File: config.mk
export PLATFORM = sky130hd
export DESIGN_NAME = setting_mode_editor
export DESIGN_NICKNAME = d
export VERILOG_FILES = /design/src/rtl/setting_mode_editor.sv
export SDC_FILE = /design/constraint.sdc
export NUM_CORES = 1
export LEC_CHECK = 0
export BUFFER_PORTS_ARGS = -buffer_cell sky130_fd_sc_hd__buf_2
export CORE_MARGIN = 2
export CORE_UTILIZATION = 40
export CTS_CLUSTER_SIZE = 30
export DETAILED_ROUTE_END_ITERATION = 10
export GPL_ROUTABILITY_DRIVEN = 1
export PLACE_DENSITY = 0.62
export RECOVER_POWER = 100
export SLEW_MARGIN = 10
export SYNTH_ARGS = -nofsm -noshare
export SYNTH_HDL_FRONTEND = slang
export SYNTH_SLANG_ARGS = --single-unit
export TNS_END_PERCENT = 30
File: constraint.sdc
create_clock -name clk -period 3.5 [get_ports clk]
set_input_delay 0.525 -clock clk [delete_from_list [all_inputs] [get_ports clk]]
set_output_delay 0.525 -clock clk [all_outputs]
set_load 0.01 [all_outputs]
File: src/rtl/setting_mode_editor.sv
// setting_mode_editor: select/edit/commit of hood settings with timeout exit.
// Optional SETTING_SAVE_ON_TIMEOUT_EN: an edit timeout commits edit_value.
module setting_mode_editor #(
  parameter int TIMEOUT_CYCLES = 1000,
  parameter int WORK_MIN       = 1,
  parameter int WORK_MAX       = 24,
  parameter int WORK_DEF       = 8,
  parameter int LIGHT_MIN      = 0,
  parameter int LIGHT_MAX      = 60,
  parameter int LIGHT_DEF      = 5,
  parameter int CLEAN_MIN      = 10,
  parameter int CLEAN_MAX      = 200,
  parameter int CLEAN_DEF      = 100
) (
  input  logic       clk,
  input  logic       rst,
  input  logic       setting_mode_toggle,
  input  logic       toggle_signal,
  input  logic       key_next,
  input  logic       key_up,
  input  logic       key_down,
  input  logic       key_confirm,
  output logic       in_setting,
  output logic       setting_exit_toggle,
  output logic [1:0] sel_item,
  output logic [7:0] edit_value,
  output logic       commit_pulse,
  output logic [7:0] work_limit_hr,
  output logic [7:0] light_delay_min,
  output logic [7:0] clean_remind_hr
);

  localparam int CW = $clog2(TIMEOUT_CYCLES);
  localparam logic [CW-1:0] TO_LAST = CW'(TIMEOUT_CYCLES - 1);

  localparam logic [7:0] W_MIN = 8'(WORK_MIN);
  localparam logic [7:0] W_MAX = 8'(WORK_MAX);
  localparam logic [7:0] W_DEF = 8'(WORK_DEF);
  localparam logic [7:0] L_MIN = 8'(LIGHT_MIN);
  localparam logic [7:0] L_MAX = 8'(LIGHT_MAX);
  localparam logic [7:0] L_DEF = 8'(LIGHT_DEF);
  localparam logic [7:0] C_MIN = 8'(CLEAN_MIN);
  localparam logic [7:0] C_MAX = 8'(CLEAN_MAX);
  localparam logic [7:0] C_DEF = 8'(CLEAN_DEF);

  typedef enum logic [1:0] {
    S_IDLE,
    S_SELECT,
    S_EDIT,
    S_EXIT
  } state_t;

  state_t        state_q;
  state_t        state_d;
  logic [1:0]    sel_d;
  logic [7:0]    ev_d;
  logic [CW-1:0] cnt_q;
  logic [CW-1:0] cnt_d;
  logic [7:0]    work_d;
  logic [7:0]    light_d;
  logic [7:0]    clean_d;
  logic          commit_d;

  logic [7:0]    cur_min;
  logic [7:0]    cur_max;
  logic [7:0]    cur_val;
  logic [7:0]    ev_inc;
  logic [7:0]    ev_dec;
  logic [1:0]    sel_nxt;
  logic          any_key;
  logic          timeout;

  // Bounds and committed value of the currently selected item.
  always_comb begin
    cur_min = W_MIN;
    cur_max = W_MAX;
    cur_val = work_limit_hr;
    case (sel_item)
      2'd1: begin
        cur_min = L_MIN;
        cur_max = L_MAX;
        cur_val = light_delay_min;
      end
      2'd2: begin
        cur_min = C_MIN;
        cur_max = C_MAX;
        cur_val = clean_remind_hr;
      end
      default: ;
    endcase
  end

  assign ev_inc  = (edit_value >= cur_max) ? cur_min
                                           : edit_value + 8'd1;
  assign ev_dec  = (edit_value <= cur_min) ? cur_max
                                           : edit_value - 8'd1;
  assign sel_nxt = (sel_item == 2'd2) ? 2'd0 : sel_item + 2'd1;
  assign any_key = toggle_signal | key_confirm | key_next
                 | key_up | key_down;
  assign timeout = (cnt_q == TO_LAST) && !any_key;

  // Next state, selection, edit value, counter and commit decision.
  always_comb begin
    state_d  = state_q;
    sel_d    = sel_item;
    ev_d     = edit_value;
    cnt_d    = cnt_q;
    work_d   = work_limit_hr;
    light_d  = light_delay_min;
    clean_d  = clean_remind_hr;
    commit_d = 1'b0;
    case (state_q)
      S_IDLE: begin
        cnt_d = '0;
        if (setting_mode_toggle) begin
          state_d = S_SELECT;
          sel_d   = 2'd0;
        end
      end
      S_SELECT: begin
        cnt_d = any_key ? '0 : cnt_q + 1'b1;
        if (toggle_signal) begin
          state_d = S_EXIT;
        end else if (key_confirm) begin
          state_d = S_EDIT;
          ev_d    = cur_val;
        end else if (key_next) begin
          sel_d = sel_nxt;
        end else if (timeout) begin
          state_d = S_EXIT;
        end
      end
      S_EDIT: begin
        cnt_d = any_key ? '0 : cnt_q + 1'b1;
        if (toggle_signal) begin
          state_d = S_SELECT;
        end else if (key_confirm) begin
          state_d  = S_SELECT;
          commit_d = 1'b1;
        end else if (key_next) begin
          state_d = S_EDIT;
        end else if (key_up && !key_down) begin
          ev_d = ev_inc;
        end else if (key_down && !key_up) begin
          ev_d = ev_dec;
        end else if (timeout) begin
          state_d = S_EXIT;
`ifdef SETTING_SAVE_ON_TIMEOUT_EN
          commit_d = 1'b1;
`endif
        end
      end
      default: begin
        cnt_d   = '0;
        state_d = S_IDLE;
      end
    endcase
    if (commit_d) begin
      case (sel_item)
        2'd1:    light_d = edit_value;
        2'd2:    clean_d = edit_value;
        default: work_d  = edit_value;
      endcase
    end
  end

  // State and registered outputs.
  always_ff @(posedge clk) begin
    if (rst) begin
      state_q             <= S_IDLE;
      cnt_q               <= '0;
      in_setting          <= 1'b0;
      setting_exit_toggle <= 1'b0;
      commit_pulse        <= 1'b0;
      sel_item            <= 2'd0;
      edit_value          <= 8'd0;
      work_limit_hr       <= W_DEF;
      light_delay_min     <= L_DEF;
      clean_remind_hr     <= C_DEF;
    end else begin
      state_q             <= state_d;
      cnt_q               <= cnt_d;
      in_setting          <= (state_d == S_SELECT)
                          || (state_d == S_EDIT);
      setting_exit_toggle <= (state_d == S_EXIT);
      commit_pulse        <= commit_d;
      sel_item            <= sel_d;
      edit_value          <= ev_d;
      work_limit_hr       <= work_d;
      light_delay_min     <= light_d;
      clean_remind_hr     <= clean_d;
    end
  end

endmodule
==> results, run 1 <==
- After floorplanning, the core was divided into 31 placement rows.
- The number of hold-slack violations in the final timing report was 0.
- The core area is 7210 um^2.
- The dominant cell type by area after synthesis is sky130_fd_sc_hd__dfxtp_1.
- The internal portion of the total power is 0.840 mW.
- The count of hold buffers inserted by post-cts repair is 0.
- Of the cells placed in the final design, the portion with a size suffix greater than 1 is 0.0686.
- The clock input transition at the sequential cells of the worst setup and hold paths is 0.09 ns.
- Dividing the final minimum period by the clock period gives 0.848.
- After the first detailed-routing iteration, the DRC count stood at 269.
- STA classifies the critical path startpoint as a flop.
- Of the total power, the share spent switching nets is 0.328.
- The DRC violation count after routing is 0.
- The number of synthesized flops with an enable pin is 0.
- Post-CTS repair changed the size of 0 cells.
- For this run, the number of Yosys warnings is 0.
- The maximum clock rate is 337 MHz.
- The switching component of the power is 0.410 mW.
- TritonCTS built the clock tree.
- At the pin with the least slew margin, the transition time is 0.743 ns.
- The synthesized design contains 49 register bits.
- The number of setup buffers added after CTS is 0.
- Using the TritonRoute via totals, the vias-per-cell ratio works out to 5.57.
- The netlist area before placement is 2960 um^2.
- The async set-or-reset flop fraction in the synthesized netlist is 0.
- The number of buffers inserted by port buffering is 44.
- The number of clock sinks seen by CTS is between 40 and 50.
- Setup repair after global routing left no endpoint under its margin.
- Global routing finished with a remaining overflow of 0.
- The clock arrives with 0.00869 ns of skew.
- The filler cell count in the final layout is 767.
- The mean cell area of the mapped netlist is 7.97 um^2.
- The initial antenna violation count came to 0.
- In this run the power density over the cells is 384 nW/um^2.
- Counting I/O delays and the setup requirement, the final critical path takes 2.97 ns.
- The run finished with clean final reports.
- The longest clock path from root to sink contains 2 buffers.
- Before antenna repair, the detailed router went through 5 iterations.
- The share of total power dissipated in the clock network is 0.264.
- The tool flagged a number of max-cap violations equal to 0.
- The layout-stage area growth over the synthesis result is 10.0%.
- The chip height is 90.0 um.
- The total negative setup slack is 0 ns.
- Across every metal layer, demand over resource in global routing totals 0.204.
- The final setup violation count is 0.
- The number of cells produced by synthesis is 371.
- The portion of synthesized cell area occupied by the leading cell type is 0.332.
- The core occupancy in the finished layout is 0.451.
- The average detailed-routed wire length per instance is 15.9 um.
- The post-synthesis net count is 403.
- For this run, the register share of the synthesized area comes to 0.332.
- Along the worst path, the maximum fanout reaches 12.
- For this run, the post-layout net count is 439.
- Buffers inserted during clock tree synthesis total 5.
- The count of unique library cells instantiated by Yosys is 51.
- The number of H-tree levels is 2.
- The path class of the tightest hold or removal check is reg2reg.
- The number of antenna diodes in the final layout is 0.
- The first global-routing pass estimated between 10 and 15 mm of wire.
- Summed over all cells, the static leakage comes to 1.17 nW.
- The worst max-slew margin expressed relative to the limit is 0.505.
- The required time at the endpoint of the critical path is about 3.7 ns.
- Sorting the synthesized cells by area gives the leading types as sky130_fd_sc_hd__dfxtp_1 (33%), sky130_fd_sc_hd__ha_1 (10%), sky130_fd_sc_hd__nand2_1 (7.6%).
- The routed layout has 2824 vias.
- Pin placement for this block handled 45 I/O pins.
- The worst setup path is of the reg2reg kind.
- The maximum number of pins on one net before global-route repair is 36.
- The most instantiated flip-flop cell in the synthesis netlist is sky130_fd_sc_hd__dfxtp_1.
- The portion of total power attributed to combinational logic is 0.260.
- The sum of routed wire length over all layers is a little over 8 mm.
- The worst setup path is captured at a flop.
- The remaining antenna violation count after routing is 0.
- The number of global-route vias before repair came to 2641.
- The source-to-sink clock delay at the later pin of the worst-skew pair is 0.30 ns.
- The data arrival time of the critical path is 3.15 ns.
- The floorplan step set the die width to ~90 um.
- Across the VDD grid, the largest voltage drop is 0.000184 V.
- In this run the clock root is driven by a sky130_fd_sc_hd__clkbuf_8.
- For this configuration, the core starts out at a cell density of 0.410.
- The wire-length estimate of the detail-placed layout is 5.84 mm.
- The final count of pins violating max slew came to 0.
- The congestion estimate from routability-driven global placement came to 0.911.
- The die area is 8100 um^2.
- The portion of total power attributed to sequential cells is 0.476.
final cells by class:
cell class	instances	area (um^2)	share of cell area
Inverter	18	67.6	0.0208
Timing Repair Buffer	49	200	0.0615
Clock inverter	1	7.51	0.00231
Sequential cell	49	981	0.301
Tap cell	99	124	0.0381
Clock buffer	7	76.3	0.0235
Multi-Input combinational cell	284	1800	0.552
cell usage after synthesis (2+ instances only):
master and number:
sky130_fd_sc_hd__a221oi_1 10, sky130_fd_sc_hd__nand3_1 14, sky130_fd_sc_hd__nor3_1 12, sky130_fd_sc_hd__a22oi_1 4
sky130_fd_sc_hd__nor2b_1 7, sky130_fd_sc_hd__nor2_1 34, sky130_fd_sc_hd__buf_6 4, sky130_fd_sc_hd__inv_1 17
sky130_fd_sc_hd__nand3b_1 2, sky130_fd_sc_hd__a41oi_1 2, sky130_fd_sc_hd__nand4_1 2, sky130_fd_sc_hd__a211o_1 3
sky130_fd_sc_hd__or2_2 4, sky130_fd_sc_hd__clkbuf_1 14, sky130_fd_sc_hd__nand2b_1 3, sky130_fd_sc_hd__mux2i_1 2
sky130_fd_sc_hd__o211ai_1 7, sky130_fd_sc_hd__or3_1 2, sky130_fd_sc_hd__a311oi_1 3, sky130_fd_sc_hd__xor2_1 7
sky130_fd_sc_hd__xnor2_1 7, sky130_fd_sc_hd__and3_1 2, sky130_fd_sc_hd__dfxtp_1 49, sky130_fd_sc_hd__or3_4 2
sky130_fd_sc_hd__a21oi_1 30, sky130_fd_sc_hd__nor3b_1 3, sky130_fd_sc_hd__o21ai_0 9, sky130_fd_sc_hd__a31oi_1 4
sky130_fd_sc_hd__a211oi_1 5, sky130_fd_sc_hd__o31ai_1 2, sky130_fd_sc_hd__and2_1 3, sky130_fd_sc_hd__nand2_1 60
sky130_fd_sc_hd__ha_1 24
sequential cells by signal, summed over array words and instances, names as in the netlist:
register             count
sel_item                 2
commit_pulse             1
light_delay_min          8
in_setting               1
edit_value               8
cnt_q                   10
work_limit_hr            8
state_q                  2
clean_remind_hr          8
setting_exit_toggle      1
power by group through the flow:
stage                     clock [mW]  sequential, mW  combinational, mW
after detailed placement           0           0.607              0.325
after global placement             0           0.607              0.323
final                          0.329           0.594              0.325
after floorplan                    0           0.603              0.254
after CTS                      0.342           0.594              0.327
after global routing           0.364           0.597              0.364
cells in the final DEF (no fill, tap or decap), types with 5 or more instances in the layout:
master	n
sky130_fd_sc_hd__nand2_1	60
sky130_fd_sc_hd__buf_2	10
sky130_fd_sc_hd__a221oi_1	10
sky130_fd_sc_hd__xor2_1	7
sky130_fd_sc_hd__inv_1	17
sky130_fd_sc_hd__a211oi_1	6
sky130_fd_sc_hd__nor2b_1	7
sky130_fd_sc_hd__nor2_1	34
sky130_fd_sc_hd__ha_1	24
sky130_fd_sc_hd__nor3_1	12
sky130_fd_sc_hd__dfxtp_1	49
sky130_fd_sc_hd__o21ai_0	9
sky130_fd_sc_hd__xnor2_1	7
sky130_fd_sc_hd__clkbuf_1	40
sky130_fd_sc_hd__a21oi_1	30
sky130_fd_sc_hd__nand3_1	14
sky130_fd_sc_hd__clkbuf_8	5
sky130_fd_sc_hd__o211ai_1	7
worst paths after layout:
path                             startpoint             to  slack [ns]  depth (start not counted)
worst max register to register  sel_item[0]  edit_value[1]        0.53                          9
worst min-delay path               cnt_q[0]       cnt_q[0]        0.48                          1
worst min register to register     cnt_q[0]       cnt_q[0]        0.48                          1
worst max-delay path            sel_item[0]  edit_value[1]        0.53                          9
worst max-delay path, cell delays in order (launching register included):
cell and delay, ns:
sky130_fd_sc_hd__dfxtp_1 0.40, sky130_fd_sc_hd__inv_1 0.10, sky130_fd_sc_hd__ha_1 0.47, sky130_fd_sc_hd__inv_1 0.26, sky130_fd_sc_hd__ha_1 0.34, sky130_fd_sc_hd__a41oi_1 0.17, sky130_fd_sc_hd__a211oi_1 0.58, sky130_fd_sc_hd__nor2_1 0.14
sky130_fd_sc_hd__a221oi_1 0.33, sky130_fd_sc_hd__nor3_1 0.07
per-stage QoR:
step           cells  hold WS (ns)  instance area [um^2]  power (mW)  worst slack, ns
3_5_place_dp     499         0.469                  3230       0.932            0.706
3_3_place_gp     499         0.447                  3230       0.930            0.751
4_1_cts          507         0.483                  3320        1.26            0.679
6_report         507         0.479                  3250        1.25            0.531
5_1_grt          507         0.508                  3250        1.33            0.223
2_1_floorplan    371         0.430                  2960       0.857            0.748
layer usage:
metal  part of all wire  routed length, um  global-route usage  vias up
li1                   -                  -                   -     1382
met1               0.47               3800               0.284     1325
met2               0.44               3580               0.311       95
met3              0.063                513              0.0469       22
met4              0.024                191              0.0731        0
met5                  0                  0                   0        -
cells by family (layout without fill, tap and decap cells):
| kind of cell | after synthesis | in the layout | share of synthesized area |
|---|---|---|---|
| xor+xnor | 14 | 14 | 0.0415 |
| fa+ha+maj | 24 | 24 | 0.102 |
| buf+inv | 38 | 75 | 0.0588 |
| mux | 2 | 2 | 0.00677 |
| flops | 49 | 49 | 0.332 |
| compound gates | 88 | 88 | 0.209 |
| simple gates | 156 | 156 | 0.251 |
No activity file was read; power rests on OpenSTA's default activity.
==> run 2: changes to the inputs <==
--- a/config.mk
+++ b/config.mk
@@ -11,7 +11,7 @@
 export CTS_CLUSTER_SIZE = 30
 export DETAILED_ROUTE_END_ITERATION = 10
 export GPL_ROUTABILITY_DRIVEN = 1
-export PLACE_DENSITY = 0.62
+export PLACE_DENSITY = 0.64
 export RECOVER_POWER = 100
 export SLEW_MARGIN = 10
 export SYNTH_ARGS = -nofsm -noshare
==> constraint.sdc (replaced) <==
create_clock -name clk -period 2.6 [get_ports clk]
set_input_delay 0.39 -clock clk [delete_from_list [all_inputs] [get_ports clk]]
set_output_delay 0.39 -clock clk [all_outputs]
set_load 0.01 [all_outputs]
==> results, run 2 (synthesized netlist as in run 1, its figures left out) <==
- The leakage component of the power is 1.23 nW (was 1.17 nW).
- The total power of the final layout is 1.73 mW (was 1.25 mW).
- The maximum number of pins on one net before global-route repair was 35 (was 36).
- The worst-case register-to-register setup slack came to 0.15 ns (was 0.53 ns).
- The remaining antenna violation count after routing was 0 (unchanged).
- The aggregate global-route resource usage was 0.201 (was 0.204).
- The startpoint of the worst setup timing path is sel_item[1] (was sel_item[0]).
- The number of standard cells in the final layout excluding fillers is 518 (was 507).
- The die area is 8100 um^2 (unchanged).
- Commonest non-fill, non-tap cells in the layout: sky130_fd_sc_hd__nand2_1 (60), sky130_fd_sc_hd__dfxtp_1 (49), sky130_fd_sc_hd__clkbuf_1 (40) (unchanged).
- The cell with the largest stage delay on the worst path is sky130_fd_sc_hd__a211oi_1 (unchanged).
- The number of hold-slack violations in the final timing report is 0 (unchanged).
- The final global-route overflow total is 0 (unchanged).
- The core area was 7210 um^2 (unchanged).
- The maximum cell stage delay along the critical path is 0.43 ns (was 0.58 ns).
- The clock input transition at the sequential cells of the worst setup and hold paths is 0.09 ns (about the same).
- The via count of the routed design is 2824 (unchanged).
- The average vias per placed instance was 5.45 (was 5.57).
- The layout-stage area growth over the synthesis result was 13.3% (was 10.0%).
- The initial antenna violation count is 0 (unchanged).
- Cells along the critical path: inv_1 > ha_1 > inv_1 > ha_1 > nand3_1 > a211oi_1 > a2111oi_4 > buf_4 > mux2i_1 > a221oi_1 > nor3_1 (was inv_1 > ha_1 > inv_1 > ha_1 > a41oi_1 > a211oi_1 > nor2_1 > a221oi_1 > nor3_1).
- The final setup violation count came to 0 (unchanged).
- The data arrival time of the critical path is 2.62 ns (was 3.15 ns).
- The initial detailed-routing violation count is 236 (was 269).
- The critical register-to-register path startpoint is sel_item[1] (was sel_item[0]).
- The required time at the endpoint of the critical path is 2.77 ns (was 3.68 ns).
- The count of max-cap constraint violations is 0 (unchanged).
- The final antenna diode count is 0 (unchanged).
- The maximum clock rate came to 408 MHz (was 337 MHz).
- The source-to-sink clock delay at the later pin of the worst-skew pair was 0.30 ns (about the same).
- The number of nets in the layout was 450 (was 439).
- The commonest non-fill, non-tap cell in the layout is sky130_fd_sc_hd__nand2_1 (unchanged).
- The chip height is 90.0 um (unchanged).
- The post-route worst setup slack is 0.146 ns (was 0.531 ns).
- The number of clock sinks seen by CTS is 49 (unchanged).
- Unrepaired setup endpoints after global routing: false (unchanged).
- The kind of critical path is reg2reg (unchanged).
- The floorplan die width came to 90.0 um (unchanged).
- The critical path capture point type was a flop (unchanged).
- The minimum clock period came to 2.45 ns (was 2.97 ns).
- The register with the most flip-flops is cnt_q (unchanged).
- The total negative setup slack is 0 ns (unchanged).
- The maximum fanout along the worst path is 4 (was 12).
- The worst max-slew margin expressed relative to the limit is 0.535 (was 0.505).
- The final weighted congestion in routability-driven placement is 0.931 (was 0.911).
- The post-detailed-placement half-perimeter wirelength is 5.99 mm (was 5.84 mm).
- The number of rows in the core area is 31 (unchanged).
- The highest ir drop seen on vdd is 0.000317 V (was 0.000184 V).
- The number of buffers inserted by port buffering is 44 (unchanged).
- The fraction of layout cells with a size suffix above 1 was 0.103 (was 0.0686).
- The number of global-route vias before repair is 2656 (was 2641).
- The post-route clock skew was 0.0136 ns (was 0.00869 ns).
- The number of detailed-routing iterations run before antenna repair is 5 (unchanged).
- The TritonCTS buffer count came to 5 (unchanged).
- The root buffer cell is sky130_fd_sc_hd__clkbuf_8 (unchanged).
- The cell type group with the largest total delay on the critical path is compound AO/OA/AOI/OAI gates (unchanged).
- The source of the worst hold timing path is toggle_signal (was cnt_q[0]).
- The CTS tree is done (unchanged).
- The nature of the critical path startpoint is a flop (unchanged).
- The transition time at the pin with the least slew margin is 0.698 ns (was 0.743 ns).
- The number of placed cells counting well taps is 509 (was 499).
- The wire length of the first global-routing pass is 13.3 mm (was 13.6 mm).
- The number of H-tree levels is 2 (unchanged).
- The number of buffers between clock root and the deepest sink is 2 (unchanged).
- The final count of pins violating max slew is 0 (unchanged).
- Status: complete, no violations (unchanged).
- The post-placement setup slack was 0.102 ns (was 0.706 ns).
- The initial cell density of the core came to 0.410 (unchanged).
- The buffers plus inverters on the worst setup path is 3 (was 2).
- The average detailed-routed wire length per instance is 15.6 um (was 15.9 um).
- The final clock period utilization by the worst path is 0.944 (was 0.848).
- The count of hold buffers inserted by post-cts repair is 0 (unchanged).
- The sum of routed wire length over all layers came to 8.10 mm (was 8.09 mm).
- The core occupancy in the finished layout is 0.464 (was 0.451).
- The number of ports placed on the die boundary is 45 (unchanged).
- The DRC violation count after routing is 0 (unchanged).
- The class of the tightest hold or removal check is in2reg (was reg2reg).
- The flip-flop count of the largest register, all copies and words added was 10 (unchanged).
- The power per cell area is 515 nW/um^2 (was 384 nW/um^2).
-- run 2: where the power goes --
group / total, mW / switching, mW / internal, mW
Sequential: 0.787 / 0.0167 / 0.770
Clock: 0.441 / 0.250 / 0.191
Combinational: 0.498 / 0.301 / 0.197
-- run 2: per-layer routing --
layer | wire (um) | up-vias | global-route usage
met5 | 0 | - | 0
met4 | 243 | 0 | 0.0936
met3 | 582 | 17 | 0.0386
met2 | 3680 | 101 | 0.319
met1 | 3590 | 1307 | 0.265
li1 | - | 1399 | -
-- run 2: worst reg2reg max path, cell delays in order, from the launching register on --
cell and delay, ns:
sky130_fd_sc_hd__dfxtp_1 0.34, sky130_fd_sc_hd__inv_1 0.12, sky130_fd_sc_hd__ha_1 0.24, sky130_fd_sc_hd__inv_1 0.06, sky130_fd_sc_hd__ha_1 0.28, sky130_fd_sc_hd__nand3_1 0.08
sky130_fd_sc_hd__a211oi_1 0.43, sky130_fd_sc_hd__a2111oi_4 0.13, sky130_fd_sc_hd__buf_4 0.17, sky130_fd_sc_hd__mux2i_1 0.12, sky130_fd_sc_hd__a221oi_1 0.29, sky130_fd_sc_hd__nor3_1 0.07
-- run 2: repair_timing --
item	CTS	global route
buffers inserted	0	1
resized for setup	0	4
setup endpoints to repair	0	6
-- run 2: path summary, 6_finish.rpt --
check | cells past startpoint | endpoint
worst max-delay path | 11 | edit_value[1]
worst min-delay path | 3 | commit_pulse
worst max register to register | 11 | edit_value[1]
worst min register to register | 2 | light_delay_min[7]
-- run 2: stage by stage --
| stage | hold slack, ns | instance area (um^2) |
|---|---|---|
| floorplan | 0.430 | 2970 |
| global placement | 0.440 | 3320 |
| detailed placement | 0.465 | 3320 |
| CTS | 0.466 | 3400 |
| global route | 0.504 | 3350 |
| finish | 0.476 | 3350 |
-- run 2: layout make-up --
cell class	count	area, um^2
inverters	18	67.6
clock inverters	1	7.51
repair buffers	60	275
clock buffers	7	76.3
multi-input cells	284	1820
well taps	99	124
flip-flops and latches	49	981
fillers	779	3860
